$ cat config.mk
export PLATFORM = sky130hd
export DESIGN_NAME = cmos_frame_stat
export DESIGN_NICKNAME = d
export VERILOG_FILES = /design/src/rtl/cmos_pkg.sv /design/src/rtl/sync_edge_det.sv /design/src/rtl/cmos_frame_stat.sv
export SDC_FILE = /design/constraint.sdc
export NUM_CORES = 1
export LEC_CHECK = 0
export ABC_AREA = 1
export CORE_ASPECT_RATIO = 1.2
export CORE_UTILIZATION = 30
export CTS_CLUSTER_DIAMETER = 150
export CTS_CLUSTER_SIZE = 40
export DETAILED_ROUTE_END_ITERATION = 10
export GPL_TIMING_DRIVEN = 0
export PLACE_DENSITY = 0.49
export SYNTH_ARGS = -nofsm -noshare
export SYNTH_HDL_FRONTEND = slang
export SYNTH_SLANG_ARGS = --single-unit
$ cat constraint.sdc
create_clock -name iCLK -period 2.3 [get_ports iCLK]
set_input_delay 0.46 -clock iCLK [delete_from_list [all_inputs] [get_ports iCLK]]
set_output_delay 0.46 -clock iCLK [all_outputs]
set_load 0.02 [all_outputs]
$ cat src/rtl/cmos_pkg.sv
// Shared definitions for the OV5640 sync-stream statistics block.
//   state_e    : qualifier FSM encoding (S_IDLE, S_SYNC, S_SKIP, S_RUN)
//   CNT_W_DEF  : default width of the line and byte counters
package cmos_pkg;

    localparam int unsigned CNT_W_DEF = 12;

    typedef enum logic [1:0] {
        S_IDLE = 2'd0,
        S_SYNC = 2'd1,
        S_SKIP = 2'd2,
        S_RUN  = 2'd3
    } state_e;

endpackage

$ cat src/rtl/sync_edge_det.sv
// Single-register edge detector for a sync signal.
//   clk_i    : clock
//   rst_ni   : asynchronous reset, active low
//   sig_i    : raw level input
//   sig_q_o  : input delayed by one clock
//   rise_o   : sig_i high while the registered copy is low
//   fall_o   : sig_i low while the registered copy is high
module sync_edge_det (
    input  logic clk_i,
    input  logic rst_ni,
    input  logic sig_i,
    output logic sig_q_o,
    output logic rise_o,
    output logic fall_o
);

    logic sig_q;

    always_ff @(posedge clk_i or negedge rst_ni) begin
        if (!rst_ni) begin
            sig_q <= 1'b0;
        end else begin
            sig_q <= sig_i;
        end
    end

    assign sig_q_o = sig_q;
    assign rise_o  = sig_i & ~sig_q;
    assign fall_o  = ~sig_i & sig_q;

endmodule

$ cat src/rtl/cmos_frame_stat.sv
// OV5640 sync-stream measurement and qualification.
// Counts bytes per line, lines per frame and frames per CLK_FREQ-cycle window, and raises
// frameDelay once Init_Done is high and SKIP_FRAMES whole frames have gone by.
//   iCLK           : pixel clock, sole clock
//   iRST_N         : asynchronous reset, active low
//   Init_Done      : sensor configuration complete (level)
//   iVSYNC         : 1 = frame active
//   iHREF          : 1 = line active
//   frameDelay     : 1 = stream qualified
//   in_cmos_vs_cnt : lines in the last completed frame
//   in_cmos_hs_cnt : bytes in the last completed line
//   oFPS           : frames completed in the last window
//   oOVF           : sticky, a line/byte counter saturated
module cmos_frame_stat
    import cmos_pkg::*;
#(
    parameter int unsigned CLK_FREQ    = 24_000_000,
    parameter int unsigned SKIP_FRAMES = 10,
    parameter int unsigned CNT_W       = CNT_W_DEF
) (
    input  logic             iCLK,
    input  logic             iRST_N,
    input  logic             Init_Done,
    input  logic             iVSYNC,
    input  logic             iHREF,
    output logic             frameDelay,
    output logic [CNT_W-1:0] in_cmos_vs_cnt,
    output logic [CNT_W-1:0] in_cmos_hs_cnt,
    output logic [7:0]       oFPS,
    output logic             oOVF
);

    localparam int unsigned SEC_W  = (CLK_FREQ > 1) ? $clog2(CLK_FREQ) : 1;
    localparam int unsigned SKIP_W = (SKIP_FRAMES > 1) ? $clog2(SKIP_FRAMES) : 1;
    localparam logic [CNT_W-1:0] CntMax = '1;

    logic vs_q, vs_rise, vs_fall;
    logic hs_q, hs_rise, hs_fall;
    logic unused_hs;

    sync_edge_det u_vs_det (
        .clk_i   (iCLK),
        .rst_ni  (iRST_N),
        .sig_i   (iVSYNC),
        .sig_q_o (vs_q),
        .rise_o  (vs_rise),
        .fall_o  (vs_fall)
    );

    sync_edge_det u_hs_det (
        .clk_i   (iCLK),
        .rst_ni  (iRST_N),
        .sig_i   (iHREF),
        .sig_q_o (hs_q),
        .rise_o  (hs_rise),
        .fall_o  (hs_fall)
    );

    assign unused_hs = ^{hs_q, hs_rise};

    // Measurement datapath
    logic [CNT_W-1:0] byte_q, byte_d, line_q, line_d, line_plus;
    logic [CNT_W-1:0] hs_cnt_q, hs_cnt_d, vs_cnt_q, vs_cnt_d;
    logic [SEC_W-1:0] sec_q, sec_d;
    logic [7:0]       frm_q, frm_d, frm_plus, fps_q, fps_d;
    logic             ovf_q, ovf_d, sec_wrap;

    always_comb begin
        byte_d   = byte_q;
        line_d   = line_q;
        hs_cnt_d = hs_cnt_q;
        vs_cnt_d = vs_cnt_q;
        frm_d    = frm_q;
        fps_d    = fps_q;

        if (hs_fall) begin
            hs_cnt_d = byte_q;
            byte_d   = '0;
        end else if (iVSYNC && iHREF && (byte_q != CntMax)) begin
            byte_d = byte_q + 1'b1;
        end

        // Includes a line ending in the same cycle so vs_fall sees the complete count.
        line_plus = (hs_fall && vs_q && (line_q != CntMax)) ? line_q + 1'b1 : line_q;
        if (vs_fall) begin
            vs_cnt_d = line_plus;
            line_d   = '0;
        end else if (vs_rise) begin
            line_d = '0;
        end else begin
            line_d = line_plus;
        end

        ovf_d = ovf_q | (byte_d == CntMax) | (line_plus == CntMax);

        sec_wrap = (32'(sec_q) == CLK_FREQ - 1);
        sec_d    = sec_wrap ? '0 : sec_q + 1'b1;

        // A frame ending on the wrap cycle belongs to the window that is closing.
        frm_plus = (vs_fall && (frm_q != 8'hFF)) ? frm_q + 8'd1 : frm_q;
        if (sec_wrap) begin
            fps_d = frm_plus;
            frm_d = 8'd0;
        end else begin
            frm_d = frm_plus;
        end
    end

    always_ff @(posedge iCLK or negedge iRST_N) begin
        if (!iRST_N) begin
            byte_q   <= '0;
            line_q   <= '0;
            hs_cnt_q <= '0;
            vs_cnt_q <= '0;
            sec_q    <= '0;
            frm_q    <= 8'd0;
            fps_q    <= 8'd0;
            ovf_q    <= 1'b0;
        end else begin
            byte_q   <= byte_d;
            line_q   <= line_d;
            hs_cnt_q <= hs_cnt_d;
            vs_cnt_q <= vs_cnt_d;
            sec_q    <= sec_d;
            frm_q    <= frm_d;
            fps_q    <= fps_d;
            ovf_q    <= ovf_d;
        end
    end

    // Qualifier FSM
    state_e            state_q, state_d;
    logic [SKIP_W-1:0] skip_q, skip_d;
    logic              fd_q, fd_d;

    always_comb begin
        state_d = state_q;
        skip_d  = skip_q;
        case (state_q)
            S_IDLE: begin
                if (Init_Done) begin
                    state_d = S_SYNC;
                end
            end
            S_SYNC: begin
                // Start skipping only at a frame start so a partial frame never counts.
                if (vs_rise) begin
                    skip_d  = '0;
                    state_d = (SKIP_FRAMES == 0) ? S_RUN : S_SKIP;
                end
            end
            S_SKIP: begin
                if (vs_fall) begin
                    if (32'(skip_q) == SKIP_FRAMES - 1) begin
                        state_d = S_RUN;
                    end else begin
                        skip_d = skip_q + 1'b1;
                    end
                end
            end
            S_RUN: begin
            end
            default: state_d = S_IDLE;
        endcase
        if (!Init_Done) begin
            state_d = S_IDLE;
        end
        // High one cycle after entering S_RUN; drops with the same edge that leaves it.
        fd_d = (state_q == S_RUN) && (state_d == S_RUN);
    end

    always_ff @(posedge iCLK or negedge iRST_N) begin
        if (!iRST_N) begin
            state_q <= S_IDLE;
            skip_q  <= '0;
            fd_q    <= 1'b0;
        end else begin
            state_q <= state_d;
            skip_q  <= skip_d;
            fd_q    <= fd_d;
        end
    end

    assign frameDelay     = fd_q;
    assign in_cmos_vs_cnt = vs_cnt_q;
    assign in_cmos_hs_cnt = hs_cnt_q;
    assign oFPS           = fps_q;
    assign oOVF           = ovf_q;

endmodule

# Yosys cells after proc, flatten, opt, wreduce, memory -nomap -nowiden
# Index checks and enable logic that the tools add are counted.
dict set report word_totals {
  reg_bits 99
  latchBits 0
  mem_bits_rw 0
  rom_bits 0
  in_bits 5
  output_inout_bits 34
  word_cells 66
  mem_count 0
}
dict set report classes {
  n_addsub 5
  multipliers 0
  n_div 0
  order_cmp 0
  eq_ne 14
  n_shift 0
  n_mux 17
  bitwise 8
  reduce_logical 9
}
# cell count
set op_table {}
lappend op_table {{12-bit two-way mux} 5}
lappend op_table {{25-bit by 1-bit adder with 25-bit output (second input constant)} 1}
lappend op_table {{25-bit == test (second input constant)} 1}
lappend op_table {{25-bit two-way mux} 1}
lappend op_table {{12-bit by 1-bit adder with 12-bit output (second input constant)} 2}
lappend op_table {{12-bit == test (second input constant)} 2}
lappend op_table {{12-bit inequality test (second input constant)} 2}
lappend op_table {{8-bit two-way mux} 2}
lappend op_table {{4-bit two-way mux} 3}
lappend op_table {{8-bit by 1-bit adder with 8-bit output (second input constant)} 1}
lappend op_table {{2-bit two-way mux} 4}
lappend op_table {{8-bit inequality test (second input constant)} 1}
lappend op_table {{4-bit one-hot mux with 2 select lines} 1}
lappend op_table {{2-bit == test (second input constant)} 3}
lappend op_table {{1-bit logical AND} 6}
lappend op_table {{2-bit one-hot mux with 3 select lines} 1}
lappend op_table {{4-bit by 1-bit adder with 4-bit output (second input constant)} 1}
lappend op_table {{4-bit == test (second input constant)} 1}
lappend op_table {{2-bit inequality test (second input constant)} 2}
lappend op_table {{4-bit AND reduction} 1}
lappend op_table {{1-bit AND} 3}
lappend op_table {{1-bit NOT} 3}
lappend op_table {{2-bit by 1-bit == test with 1-bit output (second input constant)} 1}
lappend op_table {{2-bit zero test} 1}
lappend op_table {{other kinds (3)} 4}

# Logic depth before layout (Yosys ltp)
# Gate-level depths: netlist of run 1.
dict set report logic_depth {
  word_depth 7
  ltp_mapped 13
  depth_no_buf 13
}

# Hierarchy
# Synthesis of run 1 repeated with hierarchy kept, for this count alone.
dict set report hier_totals {
  cells_unflattened 644
  area_unflattened_um2 5067.4
}
# mod n_inst cells_per_inst area_per_inst_um2 seq_area_each_um2
set by_module_without_submodules {}
lappend by_module_without_submodules {cmos_frame_stat 1 634 4987.3 2427.3}
lappend by_module_without_submodules {sync_edge_det 2 5 40.0 25.0}

# Worst setup path before layout of run 1
# Ideal clock, no wire load.
dict set report synth_path {
  path_type {flip-flop to flip-flop}
  start {register byte_q[0]}
  end {register ovf_q, in the netlist oOVF}
  setup_ps 66
  arrival_time_ps 1554
  t_required_ps 2234
  path_slack_ps 680
  stages_incl_launch_ff 13
  n_path_buf 1
  synth_period_minus_slack_ps 1620
  cell_sequence {dfrtp_1 ha_1 nand3_2 nor2_4 nand2_4 buf_6 a21boi_2 nand2_1 nor2_1 nand2_1 nor2_1 nand2_1 nand3_2}
}
dict set report synth_via {
  elab_chain_len 7
  word_cells_on_any_way 8
  cone_classes {add/sub: 1; eq/ne: 2; mux: 2; bitwise: 2; reduce/logical: 1}
}
# item line_no
set synth_rtl {}
lappend synth_rtl {{start, declared} cmos_frame_stat.sv:62} ;# logic [CNT_W-1:0] byte_q, byte_d, line_q, line_d, line_plus;
lappend synth_rtl {{start signal, assigned} cmos_frame_stat.sv:120} ;# byte_q <= byte_d;
lappend synth_rtl {{parallel branches: the longest is 2 deep, another holds 12-bit by 1-bit adder with 12-bit output} -}
lappend synth_rtl {{12-bit two-way mux *} cmos_frame_stat.sv:79} ;# end else if (iVSYNC && iHREF && (byte_q != CntMax)) begin
lappend synth_rtl {{12-bit two-way mux *} cmos_frame_stat.sv:76} ;# if (hs_fall) begin
lappend synth_rtl {{12-bit == test *} cmos_frame_stat.sv:94} ;# ovf_d = ovf_q | (byte_d == CntMax) | (line_plus == CntMax);
lappend synth_rtl {{1-bit bitwise OR * (2 in a row)} cmos_frame_stat.sv:94}
lappend synth_rtl {{net ovf_d} cmos_frame_stat.sv:66} ;# logic ovf_q, ovf_d, sec_wrap;
lappend synth_rtl {{end signal, assigned} cmos_frame_stat.sv:127} ;# ovf_q <= ovf_d;
lappend synth_rtl {{end, declared} cmos_frame_stat.sv:66}
# Mark *: on every way through the listed nets, which the timed path passes.
# A chain may end at the register's enable or synchronous reset.

# Final worst setup path of run 1
dict set report layout_path {
  start {input iVSYNC}
  end {register line_q[2]}
}
dict set report layout_via {
  elab_chain_len 3
  word_cells_on_any_way 5
  cone_classes {mux: 2; bitwise: 3}
}
# item line_no
set layout_rtl {}
lappend layout_rtl {{start, declared} cmos_frame_stat.sv:24} ;# input logic iVSYNC,
lappend layout_rtl {{1-bit AND / 1-bit NOT (equally long branches)} {sync_edge_det.sv:28, sync_edge_det.sv:29}}
lappend layout_rtl {{12-bit two-way mux / 1-bit AND (equally long branches)} {cmos_frame_stat.sv:88, sync_edge_det.sv:29}}
lappend layout_rtl {{12-bit two-way mux *} cmos_frame_stat.sv:85} ;# if (vs_fall) begin
lappend layout_rtl {{net line_d[2]} cmos_frame_stat.sv:62}
lappend layout_rtl {{end signal, assigned} cmos_frame_stat.sv:121} ;# line_q <= line_d;
lappend layout_rtl {{end, declared} cmos_frame_stat.sv:62}
# Mark *: on every way through the listed nets, which the timed path passes. The rest lies on a longest branch.

==> impl_summary.log, run 1 <==
[metrics] result of the run: finished, final reports clean
[metrics] post-DP HPWL: 9110 um
[metrics] Die ar.: 0.0177 sq mm
[metrics] final weighted congestion in routability-driven placement: 0.904
[metrics] post-synthesis net count: 678
[metrics] CP startpoint kind: input pin
[metrics] leading cell types in the layout, fill and taps excluded: 171 x sky130_fd_sc_hd__nand2_1, 99 x sky130_fd_sc_hd__dfrtp_1, 97 x sky130_fd_sc_hd__inv_1
[metrics] Slew HR: 0.533
[metrics] Total Power: 4.01 mW
[metrics] DR DRC count: 0
[metrics] Cell variety after synth: 36
[metrics] post-synthesis instance area: 0.00515 sq mm
[metrics] H-tree levels: 3
[metrics] data arrival time at the worst-slack endpoint: 2.28 ns
[metrics] total power per unit cell area: 655 mW/mm^2
[metrics] IO Pins: 39
[metrics] antenna violations before repair: 0
[metrics] antenna diode count: 0
[metrics] Fill cells: 1745
[metrics] total routing usage reported by global routing: 0.150
[metrics] via count of the first global-routing pass: 4452
[metrics] fin worst setup slack: 0.226 ns
[metrics] initial cell density of the core: 0.306
[metrics] post-place instance area: 0.00583 sq mm
[metrics] leakage component of the power: 2.93 nW
[metrics] post-CTS setup buffer count: 0
[metrics] largest fanout on the critical path: 10
[metrics] final clock period utilization by the worst path: 0.902
[metrics] post-place setup slack: -0.235 ns
[metrics] final design utilization: 0.364
[metrics] total congestion overflow: 0
[metrics] clock buffers created by TritonCTS: 9
[metrics] vias: 4365
[metrics] detailed-router iteration count before antenna repair: 4
[metrics] wire length reported by the detailed router: 12100 um
[metrics] post-synthesis sequential area ratio: 0.481
[metrics] row count: 52
[metrics] Final Hold Viols: 0
[metrics] Worst IR Drop VDD: 0.419 mV
[metrics] number of clock sinks seen by CTS: 99
[metrics] clock latency on the worst-skew pair: 0.35 ns
[metrics] Setup crit end kind: flop
[metrics] first-pass GRT wire length: 21200 um
[metrics] most area-hungry cell type in the Yosys netlist: sky130_fd_sc_hd__dfrtp_1
[metrics] root buffer cell: sky130_fd_sc_hd__clkbuf_16
[metrics] Antenna Nets Post-Route: 0
[metrics] drt via density: 4.65
[metrics] hold buffer count at CTS: 0
[metrics] Register-to-Register Path Depth: 8
[metrics] Gate Count Post-Synth: 667
[metrics] number of enable-type register cells in the synthesized netlist: 0
[metrics] die outline height: 146 um
[metrics] number of nets in the layout: 728
[metrics] clock tree buffer depth: 2
[metrics] most common cell after layout, fill and taps aside: sky130_fd_sc_hd__nand2_1
[metrics] top cell type's share of synthesized area: 0.481
[metrics] Yosys warning count: 0
[metrics] Area growth syn-to-layout: 19.0%
[metrics] Worst Max-Slew Pin Slew: 0.693 ns
[metrics] setup TNS: 0 ns
[metrics] unrepaired setup endpoints after global routing: no
[metrics] Top FF cell, synth: sky130_fd_sc_hd__dfrtp_1
[metrics] Area contributors post-synth: sky130_fd_sc_hd__dfrtp_1 48%, sky130_fd_sc_hd__nand2_1 12%, sky130_fd_sc_hd__inv_1 7.1%
[metrics] critical path data required time: 2.51 ns
[metrics] total of flip-flops plus latches after synthesis: 99
[metrics] final max-slew violation count: 0
[metrics] routed len/inst: 12.9 um
[metrics] WS Path Type: input pin to flop
[metrics] number of violations reported at the end of detailed-routing iteration 0: 312
[metrics] largest net degree at the start of global routing: 57
[metrics] final clock skew: 0.00631 ns
[metrics] post-synthesis area per instance: 7.72 sq um
[metrics] area of all sequential standard cells: 0.00248 sq mm
[metrics] number of buffers added on ports: 38
[metrics] Hold Path Class: input pin to async pin
[metrics] max-cap check violation count: 0
[metrics] area taken by multi-input logic gates: 0.00226 sq mm
[metrics] min cycle time layout: 2.07 ns
[metrics] final design instance area without fill: 0.00613 sq mm
[metrics] achievable frequency: 482 MHz
[metrics] CTS tree: yes
[metrics] ys async rst share: 1.00
[metrics] number of endpoints failing setup at the final stage: 0
[metrics] clock-pin slew on the worst setup and hold paths: 0.07 ns
[metrics] CORE AREA: 0.0169 sq mm
[metrics] x dimension of the die: 122 um
[metrics] layout cell share with drive strength beyond 1: 0.0596
power by group:
group | total [mW] | internal (mW) | switching, mW | leakage (nW)
logic | 0.510 | 0.189 | 0.320 | 1.52
registers | 1.97 | 1.87 | 0.107 | 1.27
clock network | 1.53 | 0.846 | 0.683 | 0.143
total | 4.01 | 2.90 | 1.11 | 2.93
worst max-delay path: stages:
cell and delay (ns):
sky130_fd_sc_hd__clkdlybuf4s50_1 0.52, sky130_fd_sc_hd__nor2_1 0.24, sky130_fd_sc_hd__clkinv_1 0.27, sky130_fd_sc_hd__nand2_1 0.21, sky130_fd_sc_hd__clkbuf_1 0.47, sky130_fd_sc_hd__nor2_1 0.11
worst paths after layout:
path                                    startpoint             endpoint  slack, ns
worst max-delay path                        iVSYNC  line_q[2]$_DFF_PN0_       0.23
min in group iCLK               sec_q[0]$_DFF_PN0_   sec_q[0]$_DFF_PN0_       0.46
worst max register to register  sec_q[0]$_DFF_PN0_  sec_q[24]$_DFF_PN0_       0.33
worst min-delay path                        iRST_N  sec_q[13]$_DFF_PN0_       0.11
max in group asynchronous                   iRST_N  byte_q[3]$_DFF_PN0_       1.50
worst min register to register  sec_q[0]$_DFF_PN0_   sec_q[0]$_DFF_PN0_       0.46
flip-flops by register name, indices dropped and copies added, names as in the netlist:
| name | count |
|---|---|
| u_vs_det.sig_q_o | 1 |
| skip_q | 4 |
| byte_q | 12 |
| oFPS | 8 |
| state_q | 2 |
| oOVF | 1 |
| sec_q | 25 |
| in_cmos_hs_cnt | 12 |
| in_cmos_vs_cnt | 12 |
| u_hs_det.sig_q_o | 1 |
| frameDelay | 1 |
| frm_q | 8 |
| line_q | 12 |
cells in the mapped netlist, types with 2 or more instances:
cell type and number:
sky130_fd_sc_hd__ha_1 6, sky130_fd_sc_hd__xnor2_1 5, sky130_fd_sc_hd__o21ai_0 41, sky130_fd_sc_hd__nand4_1 18, sky130_fd_sc_hd__nor2_1 96, sky130_fd_sc_hd__nand3_1 54, sky130_fd_sc_hd__nand2_2 5, sky130_fd_sc_hd__nor3_1 14
sky130_fd_sc_hd__dfrtp_1 99, sky130_fd_sc_hd__nand2_1 171, sky130_fd_sc_hd__buf_2 3, sky130_fd_sc_hd__nor3_4 2, sky130_fd_sc_hd__nor2_4 4, sky130_fd_sc_hd__inv_1 97, sky130_fd_sc_hd__o221a_2 2, sky130_fd_sc_hd__buf_6 2
sky130_fd_sc_hd__xor2_1 12, sky130_fd_sc_hd__nor4_1 5, sky130_fd_sc_hd__nand3_2 4, sky130_fd_sc_hd__mux2i_1 2, sky130_fd_sc_hd__a21oi_1 7, sky130_fd_sc_hd__clkbuf_1 4
kinds of logic (layout without fill, tap and decap cells):
kind of cell,after synthesis,in the layout,synth area share
compound gates,55,55,0.0588
xor+xnor,17,17,0.0289
simple gates,380,380,0.330
buf+inv,108,163,0.0824
fa+ha+maj,6,6,0.0146
flops,99,99,0.481
mux,2,2,0.00389
per-stage QoR:
stage | hold slack (ns) | instances
4_1_cts | 0.132 | 938
3_3_place_gp | 0.450 | 921
3_5_place_dp | 0.459 | 922
6_report | 0.108 | 938
2_1_floorplan | 0.164 | 667
5_1_grt | 0.148 | 938
what timing repair did:
action	CTS	global route
gates resized for setup	0	1
endpoints found under the hold margin	0	0
setup endpoints to repair	0	1
per-layer routing:
layer | share of wire | GRT usage
met3 | 0.025 | 0.0243
met1 | 0.46 | 0.189
met4 | 0.019 | 0.0605
met5 | 0 | 0
met2 | 0.49 | 0.255
final cells by class:
| type | count | share of cell area |
|---|---|---|
| Sequential cell | 99 | 0.404 |
| Multi-Input combinational cell | 460 | 0.368 |
| Timing Repair Buffer | 39 | 0.0662 |
| Inverter | 98 | 0.0600 |
| Tap cell | 216 | 0.0441 |
| Clock buffer | 10 | 0.0374 |
| Clock inverter | 6 | 0.0106 |
| Buffer | 10 | 0.00919 |
(Power assumes the default switching activity.)
==> run 2, diff against run 1 <==
--- a/config.mk
+++ b/config.mk
@@ -6,11 +6,13 @@
 export NUM_CORES = 1
 export LEC_CHECK = 0
 export ABC_AREA = 1
+export ABC_CLOCK_PERIOD_IN_PS = 2300
 export CORE_ASPECT_RATIO = 1.2
 export CORE_UTILIZATION = 30
 export CTS_CLUSTER_DIAMETER = 150
 export CTS_CLUSTER_SIZE = 40
 export DETAILED_ROUTE_END_ITERATION = 10
+export GPL_ROUTABILITY_DRIVEN = 0
 export GPL_TIMING_DRIVEN = 0
 export PLACE_DENSITY = 0.49
 export SYNTH_ARGS = -nofsm -noshare
==> results of run 2 <==
The final DEF is identical to that of run 1; final timing and power are the same.
